[config.mk]
export PLATFORM = sky130hd
export DESIGN_NAME = adma_chn_desc_queue
export DESIGN_NICKNAME = d
export VERILOG_FILES = /design/src/rtl/adma_chn_desc_queue.sv
export SDC_FILE = /design/constraint.sdc
export NUM_CORES = 1
export LEC_CHECK = 0
export CORE_ASPECT_RATIO = 1.4
export CORE_MARGIN = 10
export CORE_UTILIZATION = 45
export CTS_CLUSTER_DIAMETER = 80
export CTS_CLUSTER_SIZE = 14
export DETAILED_ROUTE_END_ITERATION = 10
export MAX_ROUTING_LAYER = met4
export PLACE_DENSITY = 0.78
export SYNTH_ARGS = -nofsm -noshare
export SYNTH_HDL_FRONTEND = slang
export SYNTH_SLANG_ARGS = --single-unit
[constraint.sdc]
create_clock -name aclk -period 6.5 [get_ports aclk]
set_input_delay 1.3 -clock aclk [delete_from_list [all_inputs] [get_ports aclk]]
set_output_delay 1.3 -clock aclk [all_outputs]
set_load 0.005 [all_outputs]
[src/rtl/adma_chn_desc_queue.sv]
// Per-channel DMA descriptor queue.
// A circular buffer of descriptors, indexed by transfer ID. A small issue FSM
// offers the descriptor at rd_ptr to the transfer engine and waits for its
// completion pulse. Completion status is kept per slot. Sticky interrupt
// status bits are set on push (queued) and on completion.
//
// Handshakes: a transfer happens on a rising aclk edge where vld and rdy are
// both 1. A producer holding vld keeps its payload stable until that edge.
// desc_wr_rdy_o depends only on the fill count. desc_rd_vld_o depends only on
// FSM state. While it is high the issued payload is stable until the edge.
module adma_chn_desc_queue #(
  parameter int DMA_DESC_DEPTH = 4,
  parameter int SRC_ADDR_W     = 32,
  parameter int DST_ADDR_W     = 32,
  parameter int DMA_LENGTH_W   = 16,
  parameter int DMA_XFER_ID_W  = $clog2(DMA_DESC_DEPTH)
) (
  input  logic                      aclk,
  input  logic                      aresetn,
  input  logic                      chn_ctrl_en,
  input  logic                      chn_xfer_cyclic,
  input  logic                      chn_irq_msk_irq_com,
  input  logic                      chn_irq_msk_irq_qed,
  input  logic [1:0]                irq_clr_i,
  input  logic                      desc_wr_vld_i,
  output logic                      desc_wr_rdy_o,
  input  logic [SRC_ADDR_W-1:0]     desc_src_addr_i,
  input  logic [DST_ADDR_W-1:0]     desc_dst_addr_i,
  input  logic [DMA_LENGTH_W-1:0]   desc_xfer_xlen_i,
  input  logic [DMA_LENGTH_W-1:0]   desc_xfer_ylen_i,
  input  logic [SRC_ADDR_W-1:0]     desc_src_strd_i,
  input  logic [DST_ADDR_W-1:0]     desc_dst_strd_i,
  output logic                      desc_rd_vld_o,
  input  logic                      desc_rd_rdy_i,
  output logic [DMA_XFER_ID_W-1:0]  desc_rd_id_o,
  output logic [SRC_ADDR_W-1:0]     desc_src_addr_o,
  output logic [DST_ADDR_W-1:0]     desc_dst_addr_o,
  output logic [DMA_LENGTH_W-1:0]   desc_xfer_xlen_o,
  output logic [DMA_LENGTH_W-1:0]   desc_xfer_ylen_o,
  output logic [SRC_ADDR_W-1:0]     desc_src_strd_o,
  output logic [DST_ADDR_W-1:0]     desc_dst_strd_o,
  input  logic                      xfer_cmpl_i,
  output logic [DMA_XFER_ID_W-1:0]  xfer_id,
  output logic [DMA_DESC_DEPTH-1:0] xfer_done,
  output logic [DMA_XFER_ID_W-1:0]  active_xfer_id,
  output logic [DMA_LENGTH_W-1:0]   active_xfer_len,
  output logic                      chn_irq_src_irq_com,
  output logic                      chn_irq_src_irq_qed,
  output logic [1:0]                fsm_state
);

  localparam int CNT_W = DMA_XFER_ID_W + 1;
  localparam logic [CNT_W-1:0]         DEPTH_CNT = CNT_W'(DMA_DESC_DEPTH);
  localparam logic [CNT_W-1:0]         CNT_ONE   = CNT_W'(1);
  localparam logic [DMA_XFER_ID_W-1:0] ID_ONE    = DMA_XFER_ID_W'(1);

  typedef enum logic [1:0] {
    ST_IDLE  = 2'd0,
    ST_ISSUE = 2'd1,
    ST_BUSY  = 2'd2
  } state_t;

  // Descriptor storage; slot index is the transfer ID. No reset on purpose.
  logic [SRC_ADDR_W-1:0]   src_mem  [DMA_DESC_DEPTH];
  logic [DST_ADDR_W-1:0]   dst_mem  [DMA_DESC_DEPTH];
  logic [DMA_LENGTH_W-1:0] xlen_mem [DMA_DESC_DEPTH];
  logic [DMA_LENGTH_W-1:0] ylen_mem [DMA_DESC_DEPTH];
  logic [SRC_ADDR_W-1:0]   sstr_mem [DMA_DESC_DEPTH];
  logic [DST_ADDR_W-1:0]   dstr_mem [DMA_DESC_DEPTH];

  logic [DMA_XFER_ID_W-1:0] wr_ptr;
  logic [DMA_XFER_ID_W-1:0] rd_ptr;
  logic [DMA_XFER_ID_W-1:0] rd_ptr_inc;
  logic [DMA_XFER_ID_W-1:0] rd_ptr_nxt;
  logic [DMA_XFER_ID_W-1:0] lap_start;
  logic [CNT_W-1:0]         count;
  logic [CNT_W-1:0]         count_nxt;
  state_t                   state;
  state_t                   state_nxt;
  logic                     push;
  logic                     issue_hs;
  logic                     pop;

  assign desc_wr_rdy_o = (count < DEPTH_CNT);
  assign push          = desc_wr_vld_i & desc_wr_rdy_o;
  assign desc_rd_vld_o = (state == ST_ISSUE);
  assign issue_hs      = desc_rd_vld_o & desc_rd_rdy_i;
  assign pop           = xfer_cmpl_i & (state == ST_BUSY);

  // Oldest queued slot. In cyclic mode the read pointer rewinds here after a lap.
  assign lap_start  = wr_ptr - count[DMA_XFER_ID_W-1:0];
  assign rd_ptr_inc = rd_ptr + ID_ONE;

  // Next fill count. A cyclic completion keeps its slot, so it does not decrement.
  always_comb begin
    count_nxt = count;
    case ({push, pop & ~chn_xfer_cyclic})
      2'b10:   count_nxt = count + CNT_ONE;
      2'b01:   count_nxt = count - CNT_ONE;
      default: count_nxt = count;
    endcase
  end

  // Next read pointer. A cyclic lap wraps back to the oldest slot after the newest
  // one. A push in the same cycle extends the lap to the new slot instead.
  always_comb begin
    rd_ptr_nxt = rd_ptr;
    if (pop) begin
      if (chn_xfer_cyclic && !push && (rd_ptr_inc == wr_ptr)) begin
        rd_ptr_nxt = lap_start;
      end else begin
        rd_ptr_nxt = rd_ptr_inc;
      end
    end
  end

  // Pointers, count and FSM state register.
  always_ff @(posedge aclk or negedge aresetn) begin
    if (!aresetn) begin
      wr_ptr <= '0;
      rd_ptr <= '0;
      count  <= '0;
      state  <= ST_IDLE;
    end else begin
      if (push) begin
        wr_ptr <= wr_ptr + ID_ONE;
      end
      rd_ptr <= rd_ptr_nxt;
      count  <= count_nxt;
      state  <= state_nxt;
    end
  end

  // Issue FSM. The enable only gates entry into ISSUE. It never withdraws an
  // offer and never aborts a transfer. Entry uses the post-update count, so
  // an offer appears the cycle after a push or a completion.
  always_comb begin
    state_nxt = state;
    case (state)
      ST_IDLE: begin
        if (chn_ctrl_en && (count_nxt != '0)) begin
          state_nxt = ST_ISSUE;
        end
      end
      ST_ISSUE: begin
        if (issue_hs) begin
          state_nxt = ST_BUSY;
        end
      end
      ST_BUSY: begin
        if (pop) begin
          state_nxt = (chn_ctrl_en && (count_nxt != '0)) ? ST_ISSUE : ST_IDLE;
        end
      end
      default: state_nxt = ST_IDLE;
    endcase
  end

  // Write the pushed payload into the slot named by wr_ptr.
  always_ff @(posedge aclk) begin
    if (push) begin
      src_mem[wr_ptr]  <= desc_src_addr_i;
      dst_mem[wr_ptr]  <= desc_dst_addr_i;
      xlen_mem[wr_ptr] <= desc_xfer_xlen_i;
      ylen_mem[wr_ptr] <= desc_xfer_ylen_i;
      sstr_mem[wr_ptr] <= desc_src_strd_i;
      dstr_mem[wr_ptr] <= desc_dst_strd_i;
    end
  end

  // Per-slot completion flags. A push clears its slot. A completion sets the
  // active slot. These two are never the same slot in one cycle.
  always_ff @(posedge aclk or negedge aresetn) begin
    if (!aresetn) begin
      xfer_done <= '0;
    end else begin
      if (push) begin
        xfer_done[wr_ptr] <= 1'b0;
      end
      if (pop) begin
        xfer_done[rd_ptr] <= 1'b1;
      end
    end
  end

  // Sticky interrupt status. A set wins over a clear in the same cycle.
  always_ff @(posedge aclk or negedge aresetn) begin
    if (!aresetn) begin
      chn_irq_src_irq_com <= 1'b0;
      chn_irq_src_irq_qed <= 1'b0;
    end else begin
      if (pop && chn_irq_msk_irq_com) begin
        chn_irq_src_irq_com <= 1'b1;
      end else if (irq_clr_i[0]) begin
        chn_irq_src_irq_com <= 1'b0;
      end
      if (push && chn_irq_msk_irq_qed) begin
        chn_irq_src_irq_qed <= 1'b1;
      end else if (irq_clr_i[1]) begin
        chn_irq_src_irq_qed <= 1'b0;
      end
    end
  end

  assign desc_rd_id_o     = rd_ptr;
  assign desc_src_addr_o  = src_mem[rd_ptr];
  assign desc_dst_addr_o  = dst_mem[rd_ptr];
  assign desc_xfer_xlen_o = xlen_mem[rd_ptr];
  assign desc_xfer_ylen_o = ylen_mem[rd_ptr];
  assign desc_src_strd_o  = sstr_mem[rd_ptr];
  assign desc_dst_strd_o  = dstr_mem[rd_ptr];

  assign xfer_id          = wr_ptr;
  assign active_xfer_id   = rd_ptr;
  assign active_xfer_len  = (state != ST_IDLE) ? xlen_mem[rd_ptr] : '0;
  assign fsm_state        = state;

endmodule

==> results of run 1 <==
==> logic make-up (layout without fill, tap and decap cells) <==
logic type | after synthesis | in the layout | share of synthesized area [%]
multiplexers | 162 | 162 | 15.0
other | 0 | 10 | 0
flip-flops | 655 | 655 | 81.3
adder cells (fa/ha/maj) | 11 | 11 | 0.602
buffers and inverters | 54 | 473 | 1.54
AND/OR/NAND/NOR | 42 | 42 | 0.930
XOR/XNOR | 7 | 7 | 0.254
AO/OA/AOI/OAI | 12 | 12 | 0.306
==> routing by layer <==
metal  global-route usage [%]  vias up  routed length (um)
met1                     19.2     5796               19200
met2                     28.3      390               27900
met3                     5.00       81                3920
met5                        -        -                   0
met4                     7.42        0                1970
li1                         -     4796                   -
==> registers in the layout, summed over array words and instances, names as in the netlist, 3 cells and up <==
name,cells
dst_mem,128
dstr_mem,128
xfer_done,4
src_mem,128
xlen_mem,64
ylen_mem,64
sstr_mem,128
count,3
==> final cells by class <==
cell class | instances | area, sq um | share of cell area (%)
flip-flops and latches | 655 | 19600 | 65.3
multi-input cells | 234 | 4140 | 13.8
repair buffers | 381 | 3850 | 12.8
clock buffers | 74 | 1410 | 4.68
well taps | 714 | 893 | 2.98
clock inverters | 5 | 58.8 | 0.196
inverters | 13 | 48.8 | 0.163
diodes | 10 | 25.0 | 0.0833
==> per-stage QoR <==
stage	hold WS, ns	utilization, %	std cells
final	0.541	56.6	2086
after global placement	0.516	53.8	1997
after global routing	0.559	56.6	2086
after CTS	0.546	56.6	2076
after detailed placement	0.535	53.8	1997
after floorplan	0.502	-	943
==> cells in the mapped netlist <==
cell and number:
edfxtp_1 640, mux4_2 160, buf_2 18, buf_6 17
nor2b_1 17, dfrtp_1 15, inv_1 13, ha_1 10
nand2_1 10, o21ai_0 9, xnor2_1 5, and2_1 4
nor2_1 4, clkbuf_1 3, buf_4 2, nand3_1 2
nand4_1 2, xor2_1 2, a31o_2 1, and3_1 1
buf_8 1, fa_1 1, mux2_2 1, mux2i_1 1
nand2b_1 1, nor3_1 1, o311ai_1 1, o41a_1 1
==> power by group <==
| part | leakage (nW) | internal [mW] | switching, mW |
|---|---|---|---|
| sequential | 5.99 | 5.25 | 0.292 |
| combinational | 2.74 | 2.14 | 1.60 |
| clock | 0.705 | 1.50 | 1.37 |
| total | 9.44 | 8.88 | 3.26 |
==> worst paths after layout <==
check / endpoint / slack, ns / depth (start not counted)
min in group asynchronous: chn_irq_src_irq_qed$_DFFE_PN0P_ / 1.14 / 1
max reg2reg: sstr_mem[2][16]$_DFFE_PP_ / 3.70 / 3
min: chn_irq_src_irq_qed$_DFFE_PN0P_ / 0.54 / 2
min reg2reg: chn_irq_src_irq_qed$_DFFE_PN0P_ / 0.54 / 2
max in group asynchronous: active_xfer_id[1]$_DFFE_PN0N_ / 4.81 / 1
max: active_xfer_len[15] / 1.88 / 4
==> worst max-delay path, cell delays in order, from the launching register on <==
cell             delay (ns)
dfrtp_4                0.97
buf_4                  0.49
mux4_2                 0.57
nor2b_1                0.15
clkdlybuf4s50_1        0.46
==> out/summary.txt, run 1 <==
RSZ-0062 raised after global routing = false
Final Cycle Share = 71.1%
Worst Slack Setup Final = 1.88 ns
DRC = 0
Initial DRC Count = 785
worst reg2reg path startpoint = count[2]$_DFF_PN0_
clk_lat worst skew = 0.60 ns
CTS hold repair buffers = 0
Setup Skew = 0.0140 ns
CP max FO = 44
Nets = 1520
Mapped Cells = 943
initial core utilization = 45.4%
TritonCTS Buffers = 53
Post-CTS Resized = 0
number of warnings issued by yosys = 0
Vert. Die Dim = 294 um
commonest non-fill, non-tap cell in the layout = edfxtp_1
register area share after synthesis = 81.3%
Placer Congestion = 0.773
Overflow after GRT = 0
Hold WC Path Type = register to register
Syn Nets = 1125
Row Count = 100
Slew Limit Fails = 0
Post-DP Area = 28500 sq um
drt total wl = 53100 um
layout cells sized above 1 = 18.1%
Yosys cell types = 28
worst slack, placed = 2.32 ns
area leader, netlist = edfxtp_1
Root Buffer = clkbuf_16
HPWL after DPL = 34100 um
CTS sink count = 655
Fill cells = 3870
fmax = 217 MHz
num ports = 363
status = completed
Clock Pin Slew Worst Setup and Hold Paths = 0.07 ns
leakage = 9.44 nW
post-CTS setup buffers = 0
final setup vio count = 0
Max-Cap Viols = 0
Synth area leaders = edfxtp_1 (80%), mux4_2 (15%), dfrtp_1 (1.6%), buf_6 (0.79%), ha_1 (0.52%)
Startpoint Class = register
Design Area, Final = 30000 sq um
share of Yosys cell area claimed by the top area cell type = 79.8%
Tot Pwr = 12.1 mW
GR Util All Layers = 17.2%
Peak VDD IR = 0.222 mV
Layout area overhead = 24.6%
worst setup path startpoint = active_xfer_id[0]$_DFFE_PN0N_
worst rel slew slack = 26.2%
CTS tree = built
largest net degree at the start of global routing = 162
worst-margin pin slew = 1.11 ns
Synth Cell Area = 24100 sq um
die footprint = 63300 sq um
antenna-violating nets left = 0
required time worst endpoint = 5.20 ns
Clock Tree Buf Depth = 3
first-pass GRT wire length = 79300 um
Fin. Hold Viols = 0
Syn Area/Cell = 25.6 sq um
clock period minus final worst setup slack = 4.62 ns
drt pass-1 iters = 5
power density over cell area = 404 nW/um^2
chip width = 216 um
Crit path arrival time = 3.32 ns
Min-Delay Startpoint = chn_irq_src_irq_qed$_DFFE_PN0P_
vias in the first global route = 12100
sum of negative setup slack = 0 ns
H-Tree Depth = 2
Setup Crit Path Kind = register to output pin
antenna violations before repair = 11
kind of end point of the critical path = output pin
port bufs = 362
drt via density = 5.30
area of the core = 53100 sq um
post-synthesis register bit count = 655
most frequent cells in the layout = edfxtp_1 (640), clkdlybuf4s50_1 (362), mux4_2 (160), clkbuf_16 (53), clkbuf_1 (21)
DR vias = 11100
drt wl/cell = 25.4 um
(Power assumes the default switching activity.)
==> run 2, diff against run 1 <==
- PLACE_DENSITY: 0.78 -> 0.81
- clock period: 6.5 -> 4.17 ns (I/O delays scaled with it)
==> run 2 against run 1 <==
Net effect:
- largest power group unchanged
- wire length is 0.91% higher
- non-clock buffer count is 20 higher
- core utilization is 0.39 points higher
- sequential share of layout area is 0.44 points lower
- power is 56% higher
- global-route usage is 0.080 points higher
- worst setup slack worse by 1.4 ns
- clock power is 51% higher
- clock-buffer cell count is 11 lower
- highest routed layer unchanged
- flip-flop and latch count stayed put
==> out/summary.txt, run 2 (synthesis gave the netlist of run 1 again) <==
power share of the combinational group = 32.2%
num ports = 363
most frequent cells in the layout = edfxtp_1 (640), clkdlybuf4s50_1 (362), mux4_2 (160), clkbuf_16 (53), buf_4 (21)
CTS sink count = 655
required time worst endpoint = 3.34 ns
Reg power frac = 45.0%
chip width = 216 um
Clock Tree Buf Depth = 3
TritonCTS Buffers = 52
sum of negative setup slack = 0 ns
kind of end point of the critical path = output pin
GRT met1 Usage = 19.3%
drt pass-1 iters = 5
net switching power figure = 5.02 mW
Startpoint Class = register
Worst Slack Setup Final = 0.453 ns
clock period minus final worst setup slack = 3.72 ns
Setup Crit Path Kind = register to output pin
post-CTS setup buffers = 0
antenna-violating nets left = 0
worst slack, placed = 0.869 ns
die footprint = 63300 sq um
port bufs = 362
fmax = 269 MHz
antenna violations before repair = 15
Nets = 1539
Vert. Die Dim = 294 um
Fin. Hold Viols = 0
met3 GRT Util = 3.99%
Tot Pwr = 18.9 mW
Initial DRC Count = 594
first-pass GRT wire length = 79700 um
Clock Pin Slew Worst Setup and Hold Paths = 0.07 ns
final setup vio count = 0
worst-margin pin slew = 0.765 ns
RSZ-0062 raised after global routing = false
clk_lat worst skew = 0.59 ns
DR vias = 11100
CP max FO = 34
drt total wl = 53500 um
leakage = 9.54 nW
Placer Congestion = 0.795
drt wl/cell = 25.5 um
area of the core = 53100 sq um
Hold WS = 0.532 ns
status = completed
Setup Skew = 0.0150 ns
Clk pwr share = 22.8%
commonest non-fill, non-tap cell in the layout = edfxtp_1
Layout area overhead = 25.5%
Hold WC Path Type = register to register
initial core utilization = 45.4%
H-Tree Depth = 2
Crit path arrival time = 2.88 ns
DRC = 0
Post-CTS Resized = 0
Slew Limit Fails = 0
HPWL after DPL = 36000 um
largest net degree at the start of global routing = 63
GR Util All Layers = 17.2%
GR peak layer = met2
Overflow after GRT = 0
layout cells sized above 1 = 19.2%
Final Cycle Share = 89.1%
P_int = 13.9 mW
worst rel slew slack = 48.8%
CTS hold repair buffers = 0
vias in the first global route = 12200
Root Buffer = clkbuf_16
M2 GR Usage = 28.6%
Peak VDD IR = 0.388 mV
Max-Cap Viols = 0
Row Count = 100
drt via density = 5.30
Fill cells = 3833
CTS tree = built
power density over cell area = 626 nW/um^2
Net Sw Frac = 26.5%
==> run 2: cell types whose count changed in the layout (fill, tap and decap cells not counted) <==
cell      change
clkinv_2      +1
diode_2       +5
buf_4         +9
clkinv_8      -2
buf_12       +11
inv_6         -3
clkbuf_1     -11
==> run 2: through the flow <==
step | utilization [%] | area [sq um] | cells
after floorplan | - | 24100 | 943
after global routing | 57.0 | 30200 | 2096
after global placement | 54.3 | 28800 | 2017
final | 57.0 | 30200 | 2096
after detailed placement | 54.3 | 28800 | 2017
after CTS | 56.9 | 30200 | 2081
==> run 2: worst paths after layout <==
check | from | slack, ns | end | cells after the start
setup reg to reg | fsm_state[0]$_DFFE_PN0P_ | 1.79 | fsm_state[0]$_DFFE_PN0P_ | 7
min in group asynchronous | aresetn | 0.70 | chn_irq_src_irq_qed$_DFFE_PN0P_ | 1
hold / removal | chn_irq_src_irq_qed$_DFFE_PN0P_ | 0.53 | chn_irq_src_irq_qed$_DFFE_PN0P_ | 2
max in group asynchronous | aresetn | 2.91 | active_xfer_id[0]$_DFFE_PN0N_ | 1
hold reg to reg | chn_irq_src_irq_qed$_DFFE_PN0P_ | 0.53 | chn_irq_src_irq_qed$_DFFE_PN0P_ | 2
setup / recovery | active_xfer_id[0]$_DFFE_PN0N_ | 0.45 | active_xfer_len[8] | 4
==> run 2: power groups by stage <==
stage | Clock (mW) | Sequential, mW | Combinational (mW)
6_report | 4.32 | 8.51 | 6.09
5_1_grt | 4.68 | 8.59 | 6.49
4_1_cts | 4.45 | 8.53 | 6.26
3_5_place_dp | 0 | 8.67 | 6.21
3_3_place_gp | 0 | 8.59 | 6.16
2_1_floorplan | 0 | 8.52 | 3.05
==> run 2: metal layers <==
layer,part of all wire [%],up-vias,wire length (um)
met5,0,-,0
met4,5.1,0,2710
met3,5.7,121,3080
met2,52,367,28000
met1,37,5790,19800
li1,-,4824,-
==> run 2: cell type report <==
cell class | instances | area, sq um | area share [%]
Sequential cell | 655 | 19600 | 64.8
Multi-Input combinational cell | 234 | 4140 | 13.7
Timing Repair Buffer | 401 | 4140 | 13.7
Clock buffer | 63 | 1360 | 4.51
Tap cell | 714 | 893 | 2.95
Inverter | 13 | 48.8 | 0.161
Antenna cell | 15 | 37.5 | 0.124
Clock inverter | 1 | 5.00 | 0.0166
==> run 2: worst max-delay path: stages, from the launching register on <==
cell and delay, ns:
dfrtp_4 0.70, buf_12 0.33, mux4_2 0.59, nor2b_1 0.16
clkdlybuf4s50_1 0.46
